File: config.mk
export PLATFORM = sky130hd
export DESIGN_NAME = inst_encoder
export DESIGN_NICKNAME = d
export VERILOG_FILES = /design/src/rtl/inst_encoder.sv
export SDC_FILE = /design/constraint.sdc
export NUM_CORES = 1
export LEC_CHECK = 0
export CORE_MARGIN = 3
export CORE_UTILIZATION = 34
export DETAILED_ROUTE_END_ITERATION = 7
export PLACE_DENSITY = 0.52
export SETUP_SLACK_MARGIN = 0.02
export SLEW_MARGIN = 20
export SYNTH_ARGS = -nofsm -noshare
export SYNTH_HDL_FRONTEND = slang
export SYNTH_SLANG_ARGS = --single-unit
File: constraint.sdc
create_clock -name clk -period 3.4 [get_ports clk]
set_input_delay 0.34 -clock clk [delete_from_list [all_inputs] [get_ports clk]]
set_output_delay 0.34 -clock clk [all_outputs]
set_load 0.02 [all_outputs]
File: src/rtl/inst_encoder.sv
// -----------------------------------------------------------------------------
// inst_encoder
//
// Builds MIPS32 instruction words from field-level requests (SPECIAL, SPECIAL2
// and I-type subsets), queues them in a small FIFO and streams them out over a
// valid/ready handshake. Fields the ID stage ignores are forced to zero so that
// every emitted word is the canonical encoding. Illegal requests are accepted,
// dropped, and recorded in a sticky error flag.
//
// Parameters:
//   DEPTH      FIFO entries (power of two, >= 2)
//   LW         width of level_o, log2(DEPTH)+1
//
// Ports:
//   clk        clock, rising edge
//   rst        synchronous active-low reset
//   req_valid  request present
//   req_ready  request accepted when req_valid & req_ready (FIFO not full)
//   req_class  0 SPECIAL, 1 SPECIAL2, 2 I-type, 3 illegal
//   req_fn     funct (class 0/1) or opcode (class 2)
//   req_rs     rs field
//   req_rt     rt field
//   req_rd     rd field
//   req_shamt  shift amount (also SYNC stype)
//   req_imm    16-bit immediate / offset
//   inst_valid FIFO non-empty
//   inst_o     registered head-of-FIFO instruction word (0 when empty)
//   inst_ready consumer pops when inst_valid & inst_ready
//   err_o      sticky illegal-request flag
//   err_clr    clears err_o (an illegal accept in the same cycle wins)
//   level_o    FIFO occupancy, 0..DEPTH
// -----------------------------------------------------------------------------
module inst_encoder #(
    parameter int DEPTH = 4,
    parameter int LW    = 3
) (
    input  logic          clk,
    input  logic          rst,
    input  logic          req_valid,
    output logic          req_ready,
    input  logic [1:0]    req_class,
    input  logic [5:0]    req_fn,
    input  logic [4:0]    req_rs,
    input  logic [4:0]    req_rt,
    input  logic [4:0]    req_rd,
    input  logic [4:0]    req_shamt,
    input  logic [15:0]   req_imm,
    output logic          inst_valid,
    output logic [31:0]   inst_o,
    input  logic          inst_ready,
    output logic          err_o,
    input  logic          err_clr,
    output logic [LW-1:0] level_o
);

    localparam int AW = $clog2(DEPTH);

    localparam logic [5:0] OP_SPECIAL  = 6'b000000;
    localparam logic [5:0] OP_SPECIAL2 = 6'b011100;

    // Encoder outputs
    logic          legal_s;
    logic          itype_s;
    logic [5:0]    op_s;
    logic [4:0]    rs_s;
    logic [4:0]    rt_s;
    logic [4:0]    rd_s;
    logic [4:0]    sh_s;
    logic [31:0]   word_s;

    // Handshake strobes
    logic          accept_s;
    logic          push_s;
    logic          illegal_s;
    logic          pop_s;

    // FIFO state
    logic [31:0]   mem_r [DEPTH];
    logic [AW-1:0] wr_ptr_r;
    logic [AW-1:0] rd_ptr_r;
    logic [LW-1:0] level_r;
    logic          valid_r;
    logic [31:0]   head_r;
    logic          err_r;

    // Next-state values
    logic [AW-1:0] wr_ptr_nxt_s;
    logic [AW-1:0] rd_ptr_nxt_s;
    logic [LW-1:0] level_nxt_s;
    logic          valid_nxt_s;
    logic [31:0]   head_nxt_s;
    logic          err_nxt_s;
    logic [AW-1:0] rd_ptr_inc_s;

    // Field-level legality check and canonical zeroing, then word assembly
    always_comb begin
        legal_s = 1'b0;
        itype_s = 1'b0;
        op_s    = OP_SPECIAL;
        rs_s    = req_rs;
        rt_s    = req_rt;
        rd_s    = req_rd;
        sh_s    = req_shamt;
        case (req_class)
            2'd0: begin
                op_s = OP_SPECIAL;
                case (req_fn)
                    // SLL / SRL / SRA: shift by immediate, rs unused
                    6'h00, 6'h02, 6'h03: begin
                        legal_s = 1'b1;
                        rs_s    = 5'd0;
                    end
                    // Variable shifts, MOVZ/MOVN and three-register ALU ops
                    6'h04, 6'h06, 6'h07, 6'h0A, 6'h0B,
                    6'h20, 6'h21, 6'h22, 6'h23, 6'h24, 6'h25, 6'h26, 6'h27,
                    6'h2A, 6'h2B: begin
                        legal_s = 1'b1;
                        sh_s    = 5'd0;
                    end
                    // SYNC: only the stype (shamt) field carries meaning
                    6'h0F: begin
                        legal_s = 1'b1;
                        rs_s    = 5'd0;
                        rt_s    = 5'd0;
                        rd_s    = 5'd0;
                    end
                    // MFHI / MFLO: destination only
                    6'h10, 6'h12: begin
                        legal_s = 1'b1;
                        rs_s    = 5'd0;
                        rt_s    = 5'd0;
                        sh_s    = 5'd0;
                    end
                    // MTHI / MTLO: source only
                    6'h11, 6'h13: begin
                        legal_s = 1'b1;
                        rt_s    = 5'd0;
                        rd_s    = 5'd0;
                        sh_s    = 5'd0;
                    end
                    // MULT / MULTU: write HI/LO, no rd
                    6'h18, 6'h19: begin
                        legal_s = 1'b1;
                        rd_s    = 5'd0;
                        sh_s    = 5'd0;
                    end
                    default: begin
                        legal_s = 1'b0;
                    end
                endcase
            end
            2'd1: begin
                op_s = OP_SPECIAL2;
                case (req_fn)
                    // MADD / MADDU / MSUB / MSUBU: accumulate into HI/LO
                    6'h00, 6'h01, 6'h04, 6'h05: begin
                        legal_s = 1'b1;
                        rd_s    = 5'd0;
                        sh_s    = 5'd0;
                    end
                    // MUL: three-register form
                    6'h02: begin
                        legal_s = 1'b1;
                        sh_s    = 5'd0;
                    end
                    // CLZ / CLO: architecture requires rt to equal rd
                    6'h20, 6'h21: begin
                        legal_s = 1'b1;
                        rt_s    = req_rd;
                        sh_s    = 5'd0;
                    end
                    default: begin
                        legal_s = 1'b0;
                    end
                endcase
            end
            2'd2: begin
                op_s    = req_fn;
                itype_s = 1'b1;
                case (req_fn)
                    6'h08, 6'h09, 6'h0A, 6'h0B, 6'h0C, 6'h0D, 6'h0E, 6'h33: begin
                        legal_s = 1'b1;
                    end
                    // LUI has no source register
                    6'h0F: begin
                        legal_s = 1'b1;
                        rs_s    = 5'd0;
                    end
                    default: begin
                        legal_s = 1'b0;
                    end
                endcase
            end
            default: begin
                legal_s = 1'b0;
            end
        endcase

        if (itype_s) begin
            word_s = {op_s, rs_s, rt_s, req_imm};
        end else begin
            word_s = {op_s, rs_s, rt_s, rd_s, sh_s, req_fn};
        end
    end

    // Ready comes straight from registered occupancy, so a same-cycle pop never
    // opens a slot for a request while full.
    assign req_ready = (level_r != LW'(DEPTH));
    assign accept_s  = req_valid & req_ready;
    assign push_s    = accept_s & legal_s;
    assign illegal_s = accept_s & ~legal_s;
    assign pop_s     = valid_r & inst_ready;

    assign rd_ptr_inc_s = rd_ptr_r + AW'(1);

    // Next-state computation for pointers, occupancy, head register and error flag
    always_comb begin
        wr_ptr_nxt_s = wr_ptr_r;
        rd_ptr_nxt_s = rd_ptr_r;
        level_nxt_s  = level_r;
        head_nxt_s   = head_r;
        err_nxt_s    = err_r;

        if (push_s) begin
            wr_ptr_nxt_s = wr_ptr_r + AW'(1);
        end else begin
            wr_ptr_nxt_s = wr_ptr_r;
        end

        if (pop_s) begin
            rd_ptr_nxt_s = rd_ptr_inc_s;
        end else begin
            rd_ptr_nxt_s = rd_ptr_r;
        end

        case ({push_s, pop_s})
            2'b10:   level_nxt_s = level_r + LW'(1);
            2'b01:   level_nxt_s = level_r - LW'(1);
            default: level_nxt_s = level_r;
        endcase

        // The head register mirrors mem[rd_ptr]. On a pop it takes the next
        // stored entry; if the FIFO is draining its last entry it takes the
        // word being pushed this cycle (bypass), or zero when nothing arrives.
        if (pop_s) begin
            if (level_r > LW'(1)) begin
                head_nxt_s = mem_r[rd_ptr_inc_s];
            end else if (push_s) begin
                head_nxt_s = word_s;
            end else begin
                head_nxt_s = 32'd0;
            end
        end else if (level_r == LW'(0)) begin
            if (push_s) begin
                head_nxt_s = word_s;
            end else begin
                head_nxt_s = 32'd0;
            end
        end else begin
            head_nxt_s = head_r;
        end

        // Setting takes priority over clearing
        if (illegal_s) begin
            err_nxt_s = 1'b1;
        end else if (err_clr) begin
            err_nxt_s = 1'b0;
        end else begin
            err_nxt_s = err_r;
        end

        valid_nxt_s = (level_nxt_s != LW'(0));
    end

    // Control state registers with synchronous active-low reset
    always_ff @(posedge clk) begin
        if (!rst) begin
            wr_ptr_r <= '0;
            rd_ptr_r <= '0;
            level_r  <= '0;
            valid_r  <= 1'b0;
            head_r   <= 32'd0;
            err_r    <= 1'b0;
        end else begin
            wr_ptr_r <= wr_ptr_nxt_s;
            rd_ptr_r <= rd_ptr_nxt_s;
            level_r  <= level_nxt_s;
            valid_r  <= valid_nxt_s;
            head_r   <= head_nxt_s;
            err_r    <= err_nxt_s;
        end
    end

    // FIFO storage; contents are only ever read behind valid pointers, so no reset
    always_ff @(posedge clk) begin
        if (rst && push_s) begin
            mem_r[wr_ptr_r] <= word_s;
        end
    end

    assign inst_valid = valid_r;
    assign inst_o     = head_r;
    assign err_o      = err_r;
    assign level_o    = level_r;

endmodule

# After elaboration in Yosys (flattened, before gate mapping)
# Memory sizes are Yosys's and may differ from the RTL's.
# Index checks and enable logic that the tools add are counted.
[totals]
regBits = 41
mem_bits_rw = 128
in_bits = 49
mem_count = 1
[classes]
n_addsub = 4
order_cmp = 1
eq_ne = 37
mux = 28
bitwise_logic = 5
reduce_logical = 16
[mem_list]
columns = ["name", "depth", "word_bits", "rd", "rd_clocked_by_memory_dff", "wr", "line", "source"]
rows = [
  ["mem_r", 4, 32, 1, 0, 1, "78", "logic [31:0] mem_r [DEPTH];"],
]
[ops]
columns = ["operator", "count"]
rows = [
  ["$mux 32", 4],
  ["$eq 6x6->1 const B", 11],
  ["$eq 6x4->1 const B", 8],
  ["$mux 5", 8],
  ["$pmux 5 s2", 4],
  ["$eq 6x5->1 const B", 6],
  ["$reduce_or 25->1", 1],
  ["$eq 6x3->1 const B", 4],
  ["$reduce_or 21->1", 1],
  ["$mux 16", 1],
  ["$eq 6x2->1 const B", 2],
  ["$pmux 6 s2", 1],
  ["$reduce_or 5->1", 2],
  ["$reduce_or 9->1", 1],
  ["$mux 1", 8],
  ["$reduce_or 7->1", 1],
  ["$eq 6x1->1 const B", 1],
  ["$logic_not 6->1", 1],
  ["$pmux 3 s2", 1],
  ["$reduce_or 6->1", 1],
  ["$add 2x1->2 const B", 2],
  ["$and 1x1->1", 4],
  ["$eq 2x1->1 const B", 2],
  ["$eq 2x2->1 const B", 2],
  ["13 further kinds", 14],
]

# Longest topological paths before layout
[logic_depth]
word_depth = 8
mapped_depth = 15
ltp_nobuf = 14

# Worst setup path after synthesis
# OpenSTA, ideal clock, no wires.
[synth_path]
path_type = "in2reg"
startpoint = "input port req_class[0]"
endpoint = "memory mem_r[3][0], enable pin"
setup_ns = 0.392
arrival_time_ns = 2.426
required_ns = 3.008
slack_ns = 0.582
cell_stages = 8
path_buffers = 1
cell_sequence = "inv_1 > ha_1 > buf_6 > nand2_1 > o311ai_2 > o21ai_2 > inv_1 > and3_1"
[synth_via]
elab_chain_len = 6
[synth_lines]
columns = ["item", "line", "source"]
rows = [
  ["start: declaration", "41", "input logic [1:0] req_class,"],
  ["$eq 2x2->1 (tied with other cells)", "104", "case (req_class)"],
  ["$pmux 1 s3 *", "104", ""],
  ["$and 1x1->1 *", "210", "assign push_s = accept_s & legal_s;"],
  ["net push_s", "73", "logic push_s;"],
  ["$logic_and 1x1->1 *", "296", "if (rst && push_s) begin"],
  ["$mux 1 *", "296", ""],
  ["$mux 1 (implied by the code) *", "297", "mem_r[wr_ptr_r] <= word_s;"],
  ["end: declaration", "78", ""],
]
# The timed path passes the listed nets; every way through them passes the cells marked *.

# Worst setup path in the final report
[layout_path]
startpoint = "input port req_class[0]"
endpoint = "register valid_r, in the netlist inst_valid"
[layout_via]
elab_chain_len = 6
[layout_lines]
columns = ["item", "line", "source"]
rows = [
  ["$eq 2x2->1 (tied with other cells)", "104", ""],
  ["$pmux 1 s3 *", "104", ""],
  ["$and 1x1->1 *", "210", ""],
  ["net push_s", "73", ""],
  ["$eq 2x1->1 or $eq 2x2->1 (tied branches)", "236", "case ({push_s, pop_s})"],
  ["$pmux 3 s2 *", "236", ""],
  ["$reduce_bool 3->1 *", "272", "valid_nxt_s = (level_nxt_s != LW'(0));"],
  ["end signal: assignment", "288", "valid_r <= valid_nxt_s;"],
  ["end: declaration", "82", "logic valid_r;"],
]
# Marked as above.
# A chain may end at the register's enable or synchronous reset.

==> summary.txt <==
Status
  • Outcome: finished, final reports clean

Synth
  • Ys async rst share: 0%
  • Synth area leader: edfxtp_1
  • #FFs+latches synth: 169
  • Post-synth EDFFs: 128
  • Unique masters post-synth: 58
  • Mapped Cells: 502
  • Prevailing post-synth register cell: edfxtp_1
  • Yosys warns: 0
  • Syn Nets: 565
  • Synth Area per Inst: 14.8 um2
  • Yosys top cell area share: 51.8%
  • Register area share after synthesis: 62.9%
  • Mapped Area: 0.00741 mm2
  • Leading cell types by total area after synthesis: edfxtp_1 52%, dfxtp_1 11%, mux4_2 9.7%

Drt
  • Top routing layer used: met4
  • Total number of vias: 4,644
  • First drt pass iteration count: 5
  • Detailed Route Iter0 Violations: 404
  • Number of antenna-violating nets in the routed design: 0
  • WL met3: 764 um
  • Wire length on met2: 8.78 mm
  • Post-Route WL: 18.7 mm
  • Avg Vias per Cell: 5.26
  • WL met1: 8.91 mm
  • Drt wl/cell: 21.2 um
  • Post-route DRC: 0

Timing
  • Slew @ Worst Pin: 0.755 ns
  • Setup Skew: 0.0111 ns
  • Final hold vios: 0
  • Max Fclk: 0.342 GHz
  • Tmin final: 2.92 ns
  • RSZ-0062 raised after global routing: no
  • Slew Viols, Final: 0
  • Endpoints failing setup: 0
  • Fin Setup TNS: 0 ns
  • Max_slew headroom: 49.7%
  • Final worst path period share: 86.0%

Worst setup path
  • CP peak stage delay: 0.58 ns
  • CP bufs+invs: 4
  • Kind of critical path: in2reg
  • CP Cell Sequence: clkdlybuf4s50_1 > inv_1 > ha_1 > nand2_1 > o311ai_2 > o21ai_2 > inv_1 > ha_1 > inv_1 > and3_1 > a21oi_1 > nor2_1 > a31oi_1 > a21o_1
  • Most common cell on crit path: inv_1
  • FF-to-FF Start: level_o[0]$_SDFF_PN0_
  • Worst r2r dst: inst_valid$_SDFF_PN0_
  • Top delay family on crit path: compound AO/OA/AOI/OAI gates
  • CP max-delay cell: o311ai_2
  • Path depth of the worst reg2reg path: 14
  • Startpoint types: input pin
  • Worst reg-to-reg setup slack: 0.92 ns
  • Critical path arrival: 3.29 ns
  • CP required: 3.76 ns
  • Critical path peak fanout: 7
  • Nature of the critical path endpoint: register

Pwr
  • Maximum vdd drop: 0.000299 V
  • Leakage Power: 3.14 nW
  • Cell Pwr Density: 477 mW/mm2

Die
  • Chip height: 154 um
  • IO Pins: 87
  • Initial Util: 34.9%
  • Die width: 154 um
  • Core Rows: 53
  • CORE AREA: 0.0212 mm2
  • Die Area: 0.0236 mm2

Global route
  • First-pass GRT wire length: 28.7 mm
  • Total GRT Usage: 16.0%
  • Antenna violations before repair: 0
  • Vias in the first global route: 4,836
  • GR Overflow Total: 0
  • Largest net degree at the start of global routing: 40

Final layout
  • Commonest non-fill, non-tap cell in the layout: edfxtp_1
  • Syn-to-layout area delta: 24.7%
  • Most frequent cells in the layout: 128 x edfxtp_1, 86 x clkdlybuf4s50_1, 40 x dfxtp_1
  • Layout Nets: 658
  • # diodes: 0
  • Share of layout cells above drive strength 1: 16.0%
  • Design Area, Final: 0.00925 mm2

Clock network
  • Total setup buffers inserted after CTS: 0
  • CTS Buf Count: 17
  • CTS-repair resized insts: 0
  • Num Clock Sinks: 169
  • Total number of H-tree levels: 4
  • Clock-pin slew of the registers on the worst-case setup and hold paths: 0.06 ns
  • Clock tree from TritonCTS: built
  • Clock Tree Root: clkbuf_16
  • Cts hold-fix bufs: 0
  • Clk buf depth: 2
  • Clk_lat worst skew: 0.42 ns

Flow run
  • Max-capacitance violation count: 0

Placement
  • Placed Area: 0.00869 mm2
  • Port buffer count: 86
  • Hpwl dp: 11.7 mm
  • GP Congestion: 0.755

Worst hold path
  • Min-Delay Startpoint: err_o$_SDFFE_PN0P_
  • Hold path depth: 2
  • WHS Endpoint: err_o$_SDFFE_PN0P_
  • Hold/Removal Path Class: reg2reg
-- power breakdown --
| part | internal [W] | switching (W) | leakage, nW |
|---|---|---|---|
| logic | 0.000137 | 0.000172 | 1.38 |
| clock network | 0.00108 | 0.000772 | 0.271 |
| registers | 0.00225 | 0.00000802 | 1.49 |
-- per-stage QoR --
stage	hold slack (ns)	cells	worst slack, ns	total power (W)	util (%)
6_report	0.490	883	0.475	0.00441	43.6
5_1_grt	0.540	883	0.244	0.00457	43.6
4_1_cts	0.490	883	0.500	0.00446	43.6
3_5_place_dp	0.480	851	0.0878	0.00261	40.9
3_3_place_gp	0.465	851	0.223	0.00260	40.9
2_1_floorplan	0.526	502	0.582	0.00246	-
-- synthesized netlist by cell type (2+ instances only) --
cell type,number
edfxtp_1,128
dfxtp_1,41
mux4_2,32
a21oi_1,31
inv_1,20
clkbuf_1,18
o21ai_0,18
a22o_1,16
nand2_1,16
nor2_1,16
ha_1,14
and2_1,13
mux2i_1,13
nor2b_1,11
buf_2,10
nand2b_1,9
a21o_1,8
nor3_1,8
and3_1,6
o21a_1,6
a222oi_1,5
a2bb2oi_1,5
mux2_2,5
a22oi_1,4
a21boi_1,3
buf_4,3
o211ai_1,3
o21ai_1,3
xnor2_1,3
buf_6,2
nor3b_1,2
o211a_1,2
o21bai_1,2
o22ai_1,2
-- routing by layer --
layer / GRT usage, % / vias up
met5: 0 / -
met1: 22.3 / 2360
met4: 3.99 / 0
li1: - / 2138
met2: 25.5 / 127
met3: 3.49 / 19
-- worst min-delay path: stages, from the launching register on --
cell      delay [ns]
dfxtp_1         0.31
nand2b_1        0.06
a21boi_0        0.07
-- final cells by class --
class | instances | area, um2
inverters | 20 | 75.1
clock buffers | 20 | 437
flip-flops and latches | 169 | 4670
repair buffers | 107 | 1080
well taps | 275 | 344
clock inverters | 12 | 126
fillers | 1941 | 12000
multi-input cells | 280 | 2520
-- sequential cells by signal, summed over array words and instances (netlist names) --
name / cells
err_o: 1
inst_o: 32
inst_valid: 1
level_o: 3
mem_r: 128
rd_ptr_r: 2
wr_ptr_r: 2
-- cells by family after synthesis --
family,Yosys count,synth area share [%]
flops,169,62.9
compound gates,125,12.3
simple gates,88,6.65
buf+inv,53,3.21
mux,50,12.2
fa+ha+maj,14,2.36
xor+xnor,3,0.354
-- how the worst max path moves through the flow --
stage	startpoint	endpoint	slack, ns	cells past startpoint
final	req_class[0]	inst_valid$_SDFF_PN0_	0.48	14
after global routing	req_class[0]	inst_valid$_SDFF_PN0_	0.24	14
after CTS	req_class[0]	inst_valid$_SDFF_PN0_	0.50	14
after detailed placement	req_class[0]	inst_valid$_SDFF_PN0_	0.09	13
after global placement	req_class[0]	inst_valid$_SDFF_PN0_	0.22	15
after floorplan	req_class[0]	mem_r[3][0]$_DFFE_PP_	0.58	8
(Power assumes the default switching activity.)
